`src/rtl/xmon_pkg.sv`:
```
// Shared types and default constants for the X/valid channel monitor.
package xmon_pkg;

  localparam int CNT_W_DEF   = 16;
  localparam int TIMEOUT_DEF = 1024;

  typedef enum logic [1:0] {
    IDLE    = 2'd0,
    STALL   = 2'd1,
    TIMEOUT = 2'd2
  } xmon_state_e;

endpackage

```
`src/rtl/xmon_sat_cnt.sv`:
```
// Up-counter that sticks at all-ones; synchronous clear wins over increment.
module xmon_sat_cnt
  import xmon_pkg::*;
#(
  parameter int W = CNT_W_DEF
) (
  input  logic         clock,
  input  logic         reset_n,
  input  logic         clr,
  input  logic         inc,
  output logic [W-1:0] count
);

  always_ff @(posedge clock or negedge reset_n) begin
    if (!reset_n) begin
      count <= '0;
    end else if (clr) begin
      count <= '0;
    end else if (inc && (count != '1)) begin
      count <= count + 1'b1;
    end
  end

endmodule

```
`src/rtl/x_valid_monitor.sv`:
```
// Valid/ready channel monitor: X/Z detection on valid beats, beat counting, stall protocol checks.
// Define XMON_FATAL_EN to stop simulation on the first X beat or first protocol error.
//
// state   | meaning
// IDLE    | no outstanding stall; waiting for valid && !ready
// STALL   | valid held without ready; data must stay equal to the captured beat
// TIMEOUT | stall lasted TIMEOUT cycles; protocol checks still active
module x_valid_monitor
  import xmon_pkg::CNT_W_DEF, xmon_pkg::TIMEOUT_DEF, xmon_pkg::xmon_state_e,
         xmon_pkg::IDLE, xmon_pkg::STALL;
#(
  parameter int WIDTH   = 32,
  parameter int CNT_W   = CNT_W_DEF,
  parameter int TIMEOUT = TIMEOUT_DEF
) (
  input  logic             clock,
  input  logic             reset_n,
  input  logic             valid,
  input  logic             ready,
  input  logic [WIDTH-1:0] inp,
  input  logic             clear,
  output logic             x_seen,
  output logic [CNT_W-1:0] x_count,
  output logic [WIDTH-1:0] first_x_mask,
  output logic [CNT_W-1:0] beat_count,
  output logic             protocol_err,
  output logic             stall_timeout
);

  // TIMEOUT must be at least 2: the IDLE cycle that opens a stall is stall cycle 1.
  localparam int SW = $clog2(TIMEOUT) + 1;
  localparam logic [SW-1:0] STALL_LAST = SW'(TIMEOUT - 2);

  xmon_state_e      state_q, state_d;
  logic [WIDTH-1:0] hold_q;
  logic [WIDTH-1:0] mask;
  logic [WIDTH-1:0] beat_mask;
  logic [SW-1:0]    stall_cnt;
  logic             v_one, v_x, r_one;
  logic             x_beat, xfer;
  logic             perr_evt, to_evt, cap_hold;
  logic             stall_clr, stall_inc;

  always_comb begin
    mask = '0;
    for (int i = 0; i < WIDTH; i++) begin
      mask[i] = (inp[i] !== 1'b0) && (inp[i] !== 1'b1);
    end
  end

  // An unknown valid is itself an offending beat, reported as all bits bad.
  assign v_one     = (valid === 1'b1);
  assign v_x       = (valid !== 1'b0) && (valid !== 1'b1);
  assign r_one     = (ready === 1'b1);
  assign beat_mask = v_x ? '1 : mask;
  assign x_beat    = v_x || (v_one && (mask != '0));
  assign xfer      = v_one && r_one;

  always_comb begin
    state_d  = state_q;
    perr_evt = 1'b0;
    to_evt   = 1'b0;
    cap_hold = 1'b0;
    case (state_q)
      IDLE: begin
        if (v_one && !r_one) begin
          state_d  = STALL;
          cap_hold = 1'b1;
        end
      end
      STALL, xmon_pkg::TIMEOUT: begin
        if (!v_one) begin
          perr_evt = 1'b1;
          state_d  = IDLE;
        end else begin
          if (inp !== hold_q) perr_evt = 1'b1;
          if (r_one) begin
            state_d = IDLE;
          end else if ((state_q == STALL) && (stall_cnt == STALL_LAST)) begin
            state_d = xmon_pkg::TIMEOUT;
            to_evt  = 1'b1;
          end
        end
      end
      default: state_d = IDLE;
    endcase
  end

  always_ff @(posedge clock or negedge reset_n) begin
    if (!reset_n) begin
      state_q <= IDLE;
      hold_q  <= '0;
    end else begin
      state_q <= state_d;
      if (cap_hold) hold_q <= inp;
    end
  end

  assign stall_clr = (state_q == IDLE);
  assign stall_inc = (state_q == STALL);

  xmon_sat_cnt #(.W(SW)) u_stall_cnt (
    .clock   (clock),
    .reset_n (reset_n),
    .clr     (stall_clr),
    .inc     (stall_inc),
    .count   (stall_cnt)
  );

  xmon_sat_cnt #(.W(CNT_W)) u_x_cnt (
    .clock   (clock),
    .reset_n (reset_n),
    .clr     (clear),
    .inc     (x_beat),
    .count   (x_count)
  );

  xmon_sat_cnt #(.W(CNT_W)) u_beat_cnt (
    .clock   (clock),
    .reset_n (reset_n),
    .clr     (clear),
    .inc     (xfer),
    .count   (beat_count)
  );

  always_ff @(posedge clock or negedge reset_n) begin
    if (!reset_n) begin
      x_seen        <= 1'b0;
      first_x_mask  <= '0;
      protocol_err  <= 1'b0;
      stall_timeout <= 1'b0;
    end else if (clear) begin
      x_seen        <= 1'b0;
      first_x_mask  <= '0;
      protocol_err  <= 1'b0;
      stall_timeout <= 1'b0;
    end else begin
      if (x_beat) begin
        x_seen <= 1'b1;
        if (!x_seen) first_x_mask <= beat_mask;
      end
      if (perr_evt) protocol_err  <= 1'b1;
      if (to_evt)   stall_timeout <= 1'b1;
    end
  end

`ifdef XMON_FATAL_EN
  always_ff @(posedge clock) begin
    if (reset_n && !clear) begin
      if (x_beat && !x_seen)
        $fatal(1, "x_valid_monitor: X/Z beat at %0t mask %h", $time, beat_mask);
      if (perr_evt && !protocol_err)
        $fatal(1, "x_valid_monitor: protocol error at %0t mask %h", $time, beat_mask);
    end
  end
`else
  // Silent build: status flags only.
`endif

endmodule

```
`config.mk`:
```
export PLATFORM = sky130hd
export DESIGN_NAME = x_valid_monitor
export DESIGN_NICKNAME = d
export VERILOG_FILES = /design/src/rtl/xmon_pkg.sv /design/src/rtl/xmon_sat_cnt.sv /design/src/rtl/x_valid_monitor.sv
export SDC_FILE = /design/constraint.sdc
export NUM_CORES = 1
export LEC_CHECK = 0
export CAP_MARGIN = 20
export CELL_PAD_IN_SITES_DETAIL_PLACEMENT = 0
export CELL_PAD_IN_SITES_GLOBAL_PLACEMENT = 1
export CORE_MARGIN = 8
export CORE_UTILIZATION = 38
export CTS_CLUSTER_SIZE = 40
export DETAILED_ROUTE_END_ITERATION = 16
export PLACE_DENSITY = 0.8
export RECOVER_POWER = 100
export SLEW_MARGIN = 0
export SYNTH_ARGS = -nofsm -noshare
export SYNTH_HDL_FRONTEND = slang
export SYNTH_SLANG_ARGS = --single-unit
export TNS_END_PERCENT = 5
```
`constraint.sdc`:
```
create_clock -name clock -period 1.9 [get_ports clock]
set_input_delay 0.38 -clock clock [delete_from_list [all_inputs] [get_ports clock]]
set_output_delay 0.38 -clock clock [all_outputs]
set_load 0.01 [all_outputs]
```
==> results.md <==
* Mux cell area share after synthesis at 9.35%
* Hold Vio Cnt, Final at 0
* Setup Skew at 0.00856 ns
* Placement Cell Area at slightly below 0.005 sq mm
* Max IR drop VDD at 0.692 mV
* Most frequent cell after synthesis: dfrtp_1
* Commonest cells in the netlist: dfrtp_1 (80), mux2_2 (33), buf_4 (32), nor2_1 (32)
* Slew HR at between 20% and 30%
* Htree depth at 3
* Worst-margin pin slew at 1.16 ns
* Post-Route WL at 8.02 mm
* Hold path endpoint: u_x_cnt.count[12]$_DFFE_PN0P_
* First-pass GRT wire length at 13.8 mm
* XOR/XNOR share of the synthesized area at 11.5%
* Ys flop type: dfrtp_1
* Register area share after synthesis at between 50% and 60%
* Main area contributors after synthesis: dfrtp_1 (50%), mux2_2 (9.3%), buf_4 (6.0%)
* Syn Area/Cell at 11.3 sq um
* Gr usage total at 11.8%
* CORE AREA at a little over 0.01 sq mm
* Port bufs at between 70 and 80
* DRT iter0 DRCs at 120
* Total negative slack at 0 ns
* Reg clk slew, reported paths at approximately 0.08 ns
* # rows at 37
* Post-route clock period utilization at 95.4%
* Hold crit path type: flop to flop
* Detailed-router iteration count before antenna repair at 4
* Starting Density at 38.9%
* Worst r2r src: u_beat_cnt.count[1]$_DFFE_PN0P_
* # nets final at approximately 480
* Synthesized-area fraction occupied by and/or/nand/nor cells at 15.2%
* Distinct cells, synth at 42
* Synth Instances at 353
* Via-to-Cell Ratio at 4.60
* Vias in the first global route at 2802
* Fmax at 0.552 GHz
* RSZ-0062 raised after global routing: false
* Final min period at 1.81 ns
* Post-synth EDFFs at 0
* Die area at 0.0140 sq mm
* TritonCTS clock tree: yes
* Critical path type: input pin to flop
* Largest net degree at the start of global routing at 45
* Max-cap viol count at 0
* Yosys warning count at 0
* R2R Setup Slk at 0.15 ns
* Initial antenna violation count at 0
* Worst EP arrival at 2.03 ns
* Diodes inserted at 0
* Compound-cell area share of the yosys netlist at 4.00%
* Antenna-violating nets left at 0
* Combinational family with the most area after synthesis: simple AND/OR/NAND/NOR gates
* Worst R2R Path Depth at 6
* RR Endpoint: u_beat_cnt.count[15]$_DFFE_PN0P_
* Layout cells sized above 1 at 15.2%
* CTS Buf Count at 9
* CTS Root Cell: clkbuf_8
* Cell Pwr Density at 896 mW/mm^2
* Critical Path Start Type: input pin
* Post-DP HPWL at 6.01 mm
* Hold Path Origin: u_x_cnt.count[12]$_DFFE_PN0P_
* CP Max Fanout at 32
* Synth Area in Adders at 1.89%
* #FFs+latches synth at 80
* Finished Cell Area at between 0.004 and 0.005 sq mm
* Vias at 2661
* Cells on Worst Hold Path at 1
* Worst skew pair latency at 0.34 ns
* Sinks on Clock Net at 80
* Die height at 118 um
* Clk buf depth at 2
* GP Congestion at 0.767
* Post-synth top area cell: dfrtp_1
* DR WL/cell at 13.9 um
* Total grt overflow at 0
* Outcome: completed
* Area delta synth->final at 25.2%
* Leak at 2.15 nW
* Die Span X at 118 um
* Tot Pwr at about 4.5 mW
* # IOs at 104
* # setup viols final at 0
* Async set-reset flop share out of synthesis at 100%
* Post-synthesis cell area at 0.00398 sq mm
* Max Slew Vio Count at 0
* Share of the synthesized area in the top cell type at approximately half
* WP data required at ~2.1 ns
* # DRC at 0
* CP Capture Type: flop
-- per-layer routing --
layer | GRT usage (%) | wire length (um) | up-vias
li1 | - | - | 1318
met1 | 14.6 | 3570 | 1279
met2 | 19.0 | 3920 | 56
met3 | 4.24 | 433 | 8
met4 | 3.84 | 90 | 0
met5 | 0 | 0 | -
-- how the worst max path moves through the flow --
stage                                               start                                to  slack (ns)  cells after the start
after floorplan           u_beat_cnt.count[0]$_DFFE_PN0P_   u_beat_cnt.count[2]$_DFFE_PN0P_        0.22                      6
after global placement                            inp[16]          protocol_err$_DFFE_PN0P_       -0.23                      6
after detailed placement                          inp[18]          protocol_err$_DFFE_PN0P_       -0.28                      6
after CTS                          state_q[1]$_DFFE_PN0P_  u_stall_cnt.count[9]$_DFFE_PN0P_        0.03                      7
after global routing                              reset_n             hold_q[1]$_DFFE_PN0P_       0.008                      3
final                                               valid            hold_q[16]$_DFFE_PN0P_        0.09                      6
-- where the power goes --
group / internal [mW] / leakage (nW) / switching [mW]
clock network: 0.467 / 0.0821 / 0.596
registers: 2.05 / 1.04 / 0.238
logic: 0.621 / 1.03 / 0.487
total: 3.14 / 2.15 / 1.32
-- timing repair --
action                                  in CTS  in global routing
gates resized for setup                      0                  5
buffers inserted                             0                  0
hold buffers                                 1                  0
endpoints found under the setup margin       0                  4
hold endpoints to repair                    18                  0
-- cell usage in the layout, fill, tap and decap left out, types with 7 or more instances in the layout --
cell / count
nand3_1: 7
buf_4: 7
inv_1: 8
nand2_1: 10
clkbuf_8: 9
dlygate4sd3_1: 30
xor2_1: 26
xnor2_1: 26
nand4_1: 8
nor3_1: 9
dfrtp_1: 80
mux2_2: 33
clkdlybuf4s50_1: 41
nor2_1: 32
conb_1: 32
nor2b_1: 18
-- final cells by class --
class / instances / area [sq um]
well taps: 136 / 170
inverters: 8 / 30.0
flip-flops and latches: 80 / 2000
fillers: 946 / 5250
clock inverters: 5 / 35.0
clock buffers: 10 / 128
repair buffers: 84 / 823
multi-input cells: 255 / 1790
-- sequential cells by signal, indices dropped and copies added, names as in the netlist --
register,flops
hold_q,32
protocol_err,1
stall_timeout,1
state_q,2
u_beat_cnt.count,16
u_stall_cnt.count,11
u_x_cnt.count,16
x_seen,1
-- critical path, cell delays in order --
cell and delay, ns:
clkdlybuf4s50_1 0.50, buf_4 0.13, nor2b_1 0.23, nand2_1 0.09, clkbuf_4 0.32, mux2_2 0.36
-- per-stage QoR --
stage          std cells  hold WS (ns)  setup slack, ns  utilization (%)
6_report             578         0.500           0.0874             48.6
5_1_grt              578         0.519          0.00788             48.6
4_1_cts              578         0.429           0.0257             48.8
3_5_place_dp         562         0.281           -0.275             47.1
3_3_place_gp         562         0.280           -0.226             47.1
2_1_floorplan        384        0.0844            0.218                -
-- logic make-up (layout without fill, tap and decap cells) --
logic type / count (synthesis) / count (layout)
AND/OR/NAND/NOR: 108 / 108
flip-flops: 80 / 80
XOR/XNOR: 52 / 52
buffers and inverters: 49 / 107
multiplexers: 33 / 33
AO/OA/AOI/OAI: 24 / 24
adder cells (fa/ha/maj): 6 / 6
other: 1 / 32
Power figures use the tool's default switching activity.
